[src/rtl/conv_pkg.sv]
// conv_pkg: shared types and sizing helpers for the convolution sequencer.
//   state_e        controller FSM states
//   frame_size()   pixels per input frame
//   out_edge()     edge length of the valid output map
//   out_count()    outputs per frame
//   addr_w()       pixel address width
//   out_w()        output index width
//   coord_w()      width of a row/column counter
package conv_pkg;

    typedef enum logic [2:0] {
        S_IDLE   = 3'd0,
        S_LOAD   = 3'd1,
        S_STREAM = 3'd2,
        S_DRAIN  = 3'd3,
        S_DONE   = 3'd4
    } state_e;

    function automatic int frame_size(input int img);
        return img * img;
    endfunction

    function automatic int out_edge(input int img, input int k);
        return img - k + 1;
    endfunction

    function automatic int out_count(input int img, input int k);
        return out_edge(img, k) * out_edge(img, k);
    endfunction

    function automatic int addr_w(input int img);
        return $clog2(frame_size(img));
    endfunction

    function automatic int out_w(input int img, input int k);
        return $clog2(out_count(img, k));
    endfunction

    function automatic int coord_w(input int img);
        return (img > 1) ? $clog2(img) : 1;
    endfunction

    localparam int DEF_KERNEL_SIZE = 5;
    localparam int DEF_IMAGE_SIZE  = 28;
    localparam int DEF_FRAME_SIZE  = frame_size(DEF_IMAGE_SIZE);
    localparam int DEF_OUT_EDGE    = out_edge(DEF_IMAGE_SIZE, DEF_KERNEL_SIZE);
    localparam int DEF_OUT_COUNT   = out_count(DEF_IMAGE_SIZE, DEF_KERNEL_SIZE);

endpackage

[src/rtl/conv_controller_valid_delay_line.sv]
// valid_delay_line: fixed-depth shift register for the window tag.
//   clk    clock
//   rst    asynchronous active-high reset, clears every stage
//   tag_i  tag for the address issued this cycle
//   tag_o  tag delayed by DEPTH cycles
// DEPTH must be at least 2 (memory latency of at least one cycle plus the
// datapath capture cycle).
module valid_delay_line
    import conv_pkg::*;
#(
    parameter int DEPTH = 2
) (
    input  logic clk,
    input  logic rst,
    input  logic tag_i,
    output logic tag_o
);

    logic [DEPTH-1:0] pipe_q;

    always_ff @(posedge clk or posedge rst) begin
        if (rst) pipe_q <= '0;
        else     pipe_q <= {pipe_q[DEPTH-2:0], tag_i};
    end

    assign tag_o = pipe_q[DEPTH-1];

endmodule

[src/rtl/conv_controller.sv]
// conv_controller: sequencer for the single-kernel convolution datapath.
// Pulses the weight write, streams one frame of pixel addresses in row-major
// order without pausing, and flags the cycles in which the datapath adder
// holds a complete, non-wrapping window, tagged with its output index.
//   clk           clock, rising edge
//   reset         asynchronous active-high reset
//   start         frame request, sampled only in IDLE
//   weight_write  one-cycle datapath weight-register write
//   pixel_rd_en   pixel memory read strobe
//   pixel_addr    row-major pixel index
//   out_valid     datapath add_result is a valid window
//   out_addr      row-major output index for out_valid
//   busy          high outside IDLE
//   done          one-cycle end-of-frame pulse
//   perf_cycles   busy-cycle counter (only with CONV_PERF_CNT_EN)
// Optional macro: CONV_PERF_CNT_EN adds the saturating perf_cycles output.
module conv_controller
    import conv_pkg::*;
#(
    parameter int KERNEL_SIZE = DEF_KERNEL_SIZE,
    parameter int IMAGE_SIZE  = DEF_IMAGE_SIZE,
    parameter int RD_LATENCY  = 1,
    parameter int ADDR_W      = addr_w(IMAGE_SIZE),
    parameter int OUT_W       = out_w(IMAGE_SIZE, KERNEL_SIZE)
) (
    input  logic              clk,
    input  logic              reset,
    input  logic              start,
    output logic              weight_write,
    output logic              pixel_rd_en,
    output logic [ADDR_W-1:0] pixel_addr,
    output logic              out_valid,
    output logic [OUT_W-1:0]  out_addr,
    output logic              busy,
`ifdef CONV_PERF_CNT_EN
    output logic [31:0]       perf_cycles,
`endif
    output logic              done
);

    localparam int CW = coord_w(IMAGE_SIZE);
    localparam int DW = $clog2(RD_LATENCY + 1);

    localparam logic [ADDR_W-1:0] LAST_ADDR  = ADDR_W'(frame_size(IMAGE_SIZE) - 1);
    localparam logic [CW-1:0]     LAST_COL   = CW'(IMAGE_SIZE - 1);
    localparam logic [CW-1:0]     WIN_START  = CW'(KERNEL_SIZE - 1);
    localparam logic [DW-1:0]     DRAIN_LAST = DW'(RD_LATENCY);

    state_e            state_q, state_d;
    logic [ADDR_W-1:0] addr_q, addr_d;
    logic [CW-1:0]     col_q, col_d;
    logic [CW-1:0]     row_q, row_d;
    logic [DW-1:0]     drain_q, drain_d;
    logic [OUT_W-1:0]  oidx_q, oidx_d;
    logic              tag;
    logic              valid;

    always_comb begin
        state_d = state_q;
        addr_d  = addr_q;
        col_d   = col_q;
        row_d   = row_q;
        drain_d = drain_q;
        oidx_d  = oidx_q;
        case (state_q)
            S_IDLE: if (start) state_d = S_LOAD;
            S_LOAD: begin
                state_d = S_STREAM;
                addr_d  = '0;
                col_d   = '0;
                row_d   = '0;
                oidx_d  = '0;
            end
            S_STREAM: begin
                if (addr_q == LAST_ADDR) begin
                    state_d = S_DRAIN;
                    drain_d = '0;
                end else begin
                    addr_d = addr_q + 1'b1;
                    if (col_q == LAST_COL) begin
                        col_d = '0;
                        row_d = row_q + 1'b1;
                    end else begin
                        col_d = col_q + 1'b1;
                    end
                end
            end
            // Cover the read latency plus the capture cycle so the last
            // window is reported before done.
            S_DRAIN: begin
                if (drain_q == DRAIN_LAST) state_d = S_DONE;
                else                       drain_d = drain_q + 1'b1;
            end
            S_DONE:  state_d = S_IDLE;
            default: state_d = S_IDLE;
        endcase
        // Index advances after each reported window; LOAD never overlaps a
        // pending valid because the previous frame has fully drained.
        if (valid) oidx_d = oidx_q + 1'b1;
    end

    always_ff @(posedge clk or posedge reset) begin
        if (reset) begin
            state_q <= S_IDLE;
            addr_q  <= '0;
            col_q   <= '0;
            row_q   <= '0;
            drain_q <= '0;
            oidx_q  <= '0;
        end else begin
            state_q <= state_d;
            addr_q  <= addr_d;
            col_q   <= col_d;
            row_q   <= row_d;
            drain_q <= drain_d;
            oidx_q  <= oidx_d;
        end
    end

    // Columns left of KERNEL_SIZE-1 would pull pixels from the previous row.
    assign tag = (state_q == S_STREAM) && (row_q >= WIN_START) && (col_q >= WIN_START);

    valid_delay_line #(.DEPTH(RD_LATENCY + 1)) u_vdl (
        .clk   (clk),
        .rst   (reset),
        .tag_i (tag),
        .tag_o (valid)
    );

    assign weight_write = (state_q == S_LOAD);
    assign pixel_rd_en  = (state_q == S_STREAM);
    assign busy         = (state_q != S_IDLE);
    assign done         = (state_q == S_DONE);
    assign pixel_addr   = addr_q;
    assign out_valid    = valid;
    assign out_addr     = oidx_q;

`ifdef CONV_PERF_CNT_EN
    logic [31:0] perf_q;

    always_ff @(posedge clk or posedge reset) begin
        if (reset)                                perf_q <= '0;
        else if (state_q == S_IDLE && start)      perf_q <= '0;
        else if (state_q != S_IDLE && perf_q != '1) perf_q <= perf_q + 1'b1;
    end

    assign perf_cycles = perf_q;
`endif

endmodule

[config.mk]
export PLATFORM = sky130hd
export DESIGN_NAME = conv_controller
export DESIGN_NICKNAME = d
export VERILOG_FILES = /design/src/rtl/conv_pkg.sv /design/src/rtl/conv_controller_valid_delay_line.sv /design/src/rtl/conv_controller.sv
export SDC_FILE = /design/constraint.sdc
export NUM_CORES = 1
export LEC_CHECK = 0
export ABC_AREA = 1
export BUFFER_PORTS_ARGS = -buffer_cell sky130_fd_sc_hd__buf_4
export CORE_MARGIN = 3
export CORE_UTILIZATION = 60
export CTS_BUF_LIST = sky130_fd_sc_hd__clkbuf_4
export DETAILED_ROUTE_END_ITERATION = 8
export GPL_ROUTABILITY_DRIVEN = 0
export PLACE_DENSITY = 0.79
export SLEW_MARGIN = 10
export SYNTH_ARGS = -nofsm -noshare
export SYNTH_HDL_FRONTEND = slang
export SYNTH_HIERARCHICAL = 1
export SYNTH_SLANG_ARGS = --single-unit
[constraint.sdc]
create_clock -name clk -period 4.1 [get_ports clk]
set_clock_uncertainty 0.1 [all_clocks]
set_input_delay 0.82 -clock clk [delete_from_list [all_inputs] [get_ports clk]]
set_output_delay 0.82 -clock clk [all_outputs]
set_load 0.05 [all_outputs]
Yosys cells after proc, flatten, opt, wreduce, memory -nomap -nowiden. Index checks and enable logic that the tools add are counted.

Flip-flop bits (word level): 36. Input bits: 3. Output and inout bits: 25. Word-level logic and storage cells: 53.

Add/subtract/negate cells: 5. Order comparisons: 2. Eq/ne operators: 11. Multiplexer cells: 17. Reduce and logical (&&, ||, !) cells: 11.

Operator list (number): 10-bit 2-to-1 mux (3); 10-bit by 1-bit adder with 10-bit output, second input constant (2); 5-bit 2-to-1 mux (4); 10-bit one-hot mux with 2 select lines (1); 5-bit one-hot mux with 2 select lines (2); 3-bit one-hot mux with 4 select lines (1); 5-bit by 1-bit adder with 5-bit output, second input constant (2); 10-bit == test, second input constant (1); 5-bit by 3-bit >= comparator with 1-bit output, second input constant (2); 3-bit 2-to-1 mux (3); 3-bit by 2-bit == test with 1-bit output, second input constant (2); 2-bit inequality test, second input constant (3); 3-bit AND reduction (2); 2-bit nonzero test (3); 5-bit == test, second input constant (1); 2-bit by 1-bit inequality test with 1-bit output, second input constant (2); 2-bit AND reduction (2); 3-bit by 1-bit == test with 1-bit output, second input constant (1); 3-bit == test, second input constant (1); 3-bit logical NOT (1); 3-bit nonzero test (1); 1-bit logical AND (2); 1-bit 2-to-1 mux (2); 1-bit one-hot mux with 2 select lines (1); 1-bit adder, second input constant (1).

Depth between registers and ports, before layout.
Depth in word-level cells: 4. Gate-level depth with buffers: 9. Gate-level depth less buffers: 9.

By module. Netlist, hierarchy kept.

By module, submodules not included: conv_controller (times used 1, cells each 281, area an instance 2068.2 µm², sequential area each 850.8 µm²); valid_delay_line (times used 1, cells each 3, area an instance 53.8 µm², sequential area each 50.0 µm²).

Worst setup path before layout. No wires, ideal clock.

Path type: register to output. From: register state_q[0]. To: output port done. Data arrival time: 1.523 ns. Required time: 3.180 ns. Setup slack: 1.657 ns. Stages on the path, launching flop included: 2. Path buffers: 0. Cells stage by stage: dfrtp_1 > nor3_1.

Cells in the longest elaborated chain, start to end: 1.

RTL lines: from (decl) (RTL line conv_controller.sv:49) `state_e state_q, state_d;`; from (signal assigned) (RTL line conv_controller.sv:111) `state_q <= state_d;`; 3-bit == test (RTL line conv_controller.sv:133) `assign done = (state_q == S_DONE);`; to (decl) (RTL line conv_controller.sv:38) `output logic done`.

Every way passes these cells.

Worst setup path after layout.
From: register state_q[0]. To: output port pixel_rd_en.

Cells in the longest elaborated chain, start to end: 1.

RTL lines: 3-bit by 2-bit == test with 1-bit output (RTL line conv_controller.sv:131) `assign pixel_rd_en = (state_q == S_STREAM);`; to (decl) (RTL line conv_controller.sv:30) `output logic pixel_rd_en,`.

Every way passes these cells.

==> flow_metrics.tcl <==
set metrics [dict create \
    status "completed" \
    cts.repair.resized 0 \
    grt_pass1_vias 1700 \
    overflow 0 \
    dieWidth_um 65.5 \
    fin_nets 322 \
    dpl.cell_count 350 \
    crit_path_cell_trace "nor2_2 > nand2_2 > clkinv_2 > buf_4" \
    fillers 264 \
    relSlewSlack 0.717 \
    setup_violations 0 \
    drtIter0Drc 129 \
    fin_area_um2 2380 \
    worstPathRequired_ps 3180 \
    synth_compound_area_frac 0.0625 \
    antenna_found_initial 0 \
    hpwl_um 3100 \
    drc_errors 0 \
    cp-start-kind "flop" \
    crit_path_top_delay_cell "dfrtp_1" \
    yosys.area_share.simple 0.369 \
    routedWlPerCell_um 11.7 \
    grt.total_usage 0.226 \
    synth_top_family_by_area "simple AND/OR/NAND/NOR gates" \
    cts-root-buf "clkbuf_4" \
    synthToLayoutAreaGrowth_pct 12.4 \
    cts_tree "built" \
    initial_core_util 0.662 \
    synth-edff-count 0 \
    cts.htree.levels 2 \
    drive_gt1_frac 0.166 \
    hold_path.class "in2async" \
    crit_family "buffers and inverters" \
    p_total_w 0.00119 \
    min_period_ps 2560 \
    core_um2 3200 \
    cp_max_fo 12 \
    maxCapViolCount 0 \
    rsz0062_at_grt "false" \
    min_period_over_period 0.624 \
    final_util 0.745 \
    syn_inst 284 \
    ys_ff_latch 36 \
    syn_nets 293 \
    synth_xor_area_frac 0.0124 \
    postRouteAntennaNets 0 \
    cp-end-kind "output pin" \
    grt_max_degree 35 \
    via_count 1852 \
    num_antenna_cells 0 \
    syn_avg_cell_area_um2 7.47 \
    max_stage_delay_ps 450 \
    crit_arrival_ps 1640 \
    portBuffers 27 \
    cts_buffers 5 \
    dieArea_um2 4290 \
    fin_cells 358 \
    synth_area_um2 2120 \
    synth_fa_ha_area_frac 0.0354 \
    insertion_delay_ps 350 \
    clockBufferDepth 2 \
    post-cts-setup-buffer-count 0 \
    synthFlopType "dfrtp_1" \
    viasPerCell 5.17 \
    dieHeight_um 65.5 \
    muxShareOfSynthArea 0 \
    final-hold-violation-count 0 \
    ys_types 31 \
    grt_pass1_wl_um 7510 \
    slew_viol_final 0 \
    routed_wl_um 4200 \
    crit_buf_inv 2 \
    worst_pin_slew_ps 424 \
    placed_cell_area_um2 2330 \
    clk_pin_slew_ps 100 \
    dr.pass1.iters 4 \
    cts.sinks 36 \
    cellPowerDensity_nw_per_um2 498 \
    postCtsHoldBufs 0 \
    yosysWarnings 6 \
    setup_tns_ps 0 \
    io_pins 28 \
    p_leak_nw 1.25 \
    worstSetupPathType "reg2out" \
    ir_drop_uv 474 \
    rows 20 \
    synthArstFlopShare 1.00 \
    synth_seq_area_share 0.425 \
    clock.fmax_mhz 391 \
]
-- worst paths after layout --
kind / startpoint / cells past startpoint / slack (ps) / endpoint
worst max-delay path: state_q[0] / 4 / 1540 / pixel_rd_en
worst min-delay path: reset / 2 / 230 / u_vdl/pipe_q[1]
worst max register to register: state_q[0] / 9 / 2300 / row_q[2]
worst min register to register: u_vdl/pipe_q[0] / 0 / 260 / u_vdl/pipe_q[1]
max in group asynchronous: reset / 3 / 3120 / col_q[0]
min in group clk: u_vdl/pipe_q[0] / 0 / 260 / u_vdl/pipe_q[1]
-- report_power, final --
group | leakage (nW) | total (W) | internal (W) | switching (W)
Clock | 0.0324 | 0.000180 | 0.0000629 | 0.000117
Combinational | 0.728 | 0.000567 | 0.000145 | 0.000422
Sequential | 0.489 | 0.000441 | 0.000392 | 0.0000486
Total | 1.25 | 0.00119 | 0.000600 | 0.000588
-- stage by stage --
stage          worst slack, ps  hold slack [ps]
6_report                  1540              231
5_1_grt                   1400              216
4_1_cts                   1530              222
3_5_place_dp              1920              239
3_3_place_gp              1940              235
2_1_floorplan             1660              231
-- cells in the final DEF (no fill, tap or decap) --
master / Yosys / layout
o21ai_0: 8 / 8
a22oi_1: 1 / 1
o211ai_1: 1 / 1
inv_4: 1 / 1
nand3_1: 33 / 33
nor2_2: 1 / 1
nand2_2: 3 / 3
xor2_1: 3 / 3
nor2_1: 35 / 35
o21ai_2: 1 / 1
a22o_1: 1 / 1
a211oi_1: 1 / 1
nand2_1: 79 / 79
nand3b_1: 1 / 1
a311oi_1: 1 / 1
nor3_1: 6 / 6
clkinv_2: 2 / 4
nand2_4: 4 / 4
or2_2: 2 / 2
buf_4: 0 / 28
clkbuf_4: 0 / 5
a31oi_1: 1 / 1
a21oi_1: 6 / 6
nand3_4: 1 / 1
ha_1: 6 / 6
nand3_2: 2 / 2
dfrtp_1: 36 / 36
inv_1: 36 / 36
o21bai_1: 1 / 1
clkinv_1: 0 / 1
nand4_1: 5 / 5
-- area by class of cell --
cell class,count,area [um2],share of cell area
tap,44,55.1,0.0231
timing repair buffer,28,210,0.0881
multi-input combinational,203,1020,0.426
clock inverter,3,13.8,0.00577
inverter,39,151,0.0635
sequential,36,901,0.378
clock buffer,5,37.5,0.0157
-- metal layers --
layer	track usage	vias up	wire length, um
met5	0	-	0
met4	0.0699	0	52
met3	0.0513	6	189
met2	0.372	35	1930
met1	0.297	852	2030
li1	-	959	-
-- sequential cells by signal, indices dropped and copies added (netlist names) --
register      count
pixel_addr       10
u_vdl/pipe_q      2
state_q           3
out_addr         10
col_q             5
row_q             5
drain_q           1
-- worst register-to-register path: stages (launching register included) --
cell      delay, ps
dfrtp_1         450
nor2_2           90
nand2_2         200
clkinv_2        280
nand2_1         230
nand2_2          80
inv_4            90
nand2_4          70
nand2_1          70
nand2_1          50
-- cells by family (layout without fill, tap and decap cells) --
group | count (synthesis) | in the layout
flip-flops | 36 | 36
AND/OR/NAND/NOR | 172 | 172
buffers and inverters | 45 | 75
AO/OA/AOI/OAI | 22 | 22
XOR/XNOR | 3 | 3
adder cells (fa/ha/maj) | 6 | 6
-- cells in the mapped netlist, types with 2 or more instances --
library cell | number | area share
a21oi_1 | 6 | 0.014
buf_6 | 4 | 0.021
clkinv_2 | 2 | 0.0047
dfrtp_1 | 36 | 0.42
ha_1 | 6 | 0.035
inv_1 | 36 | 0.064
nand2_1 | 79 | 0.14
nand2_2 | 3 | 0.0088
nand2_4 | 4 | 0.021
nand3_1 | 33 | 0.078
nand3_2 | 2 | 0.0094
nand4_1 | 5 | 0.015
nor2_1 | 35 | 0.062
nor3_1 | 6 | 0.014
o21ai_0 | 8 | 0.019
or2_2 | 2 | 0.0059
xor2_1 | 3 | 0.012
(Power assumes the default switching activity.)
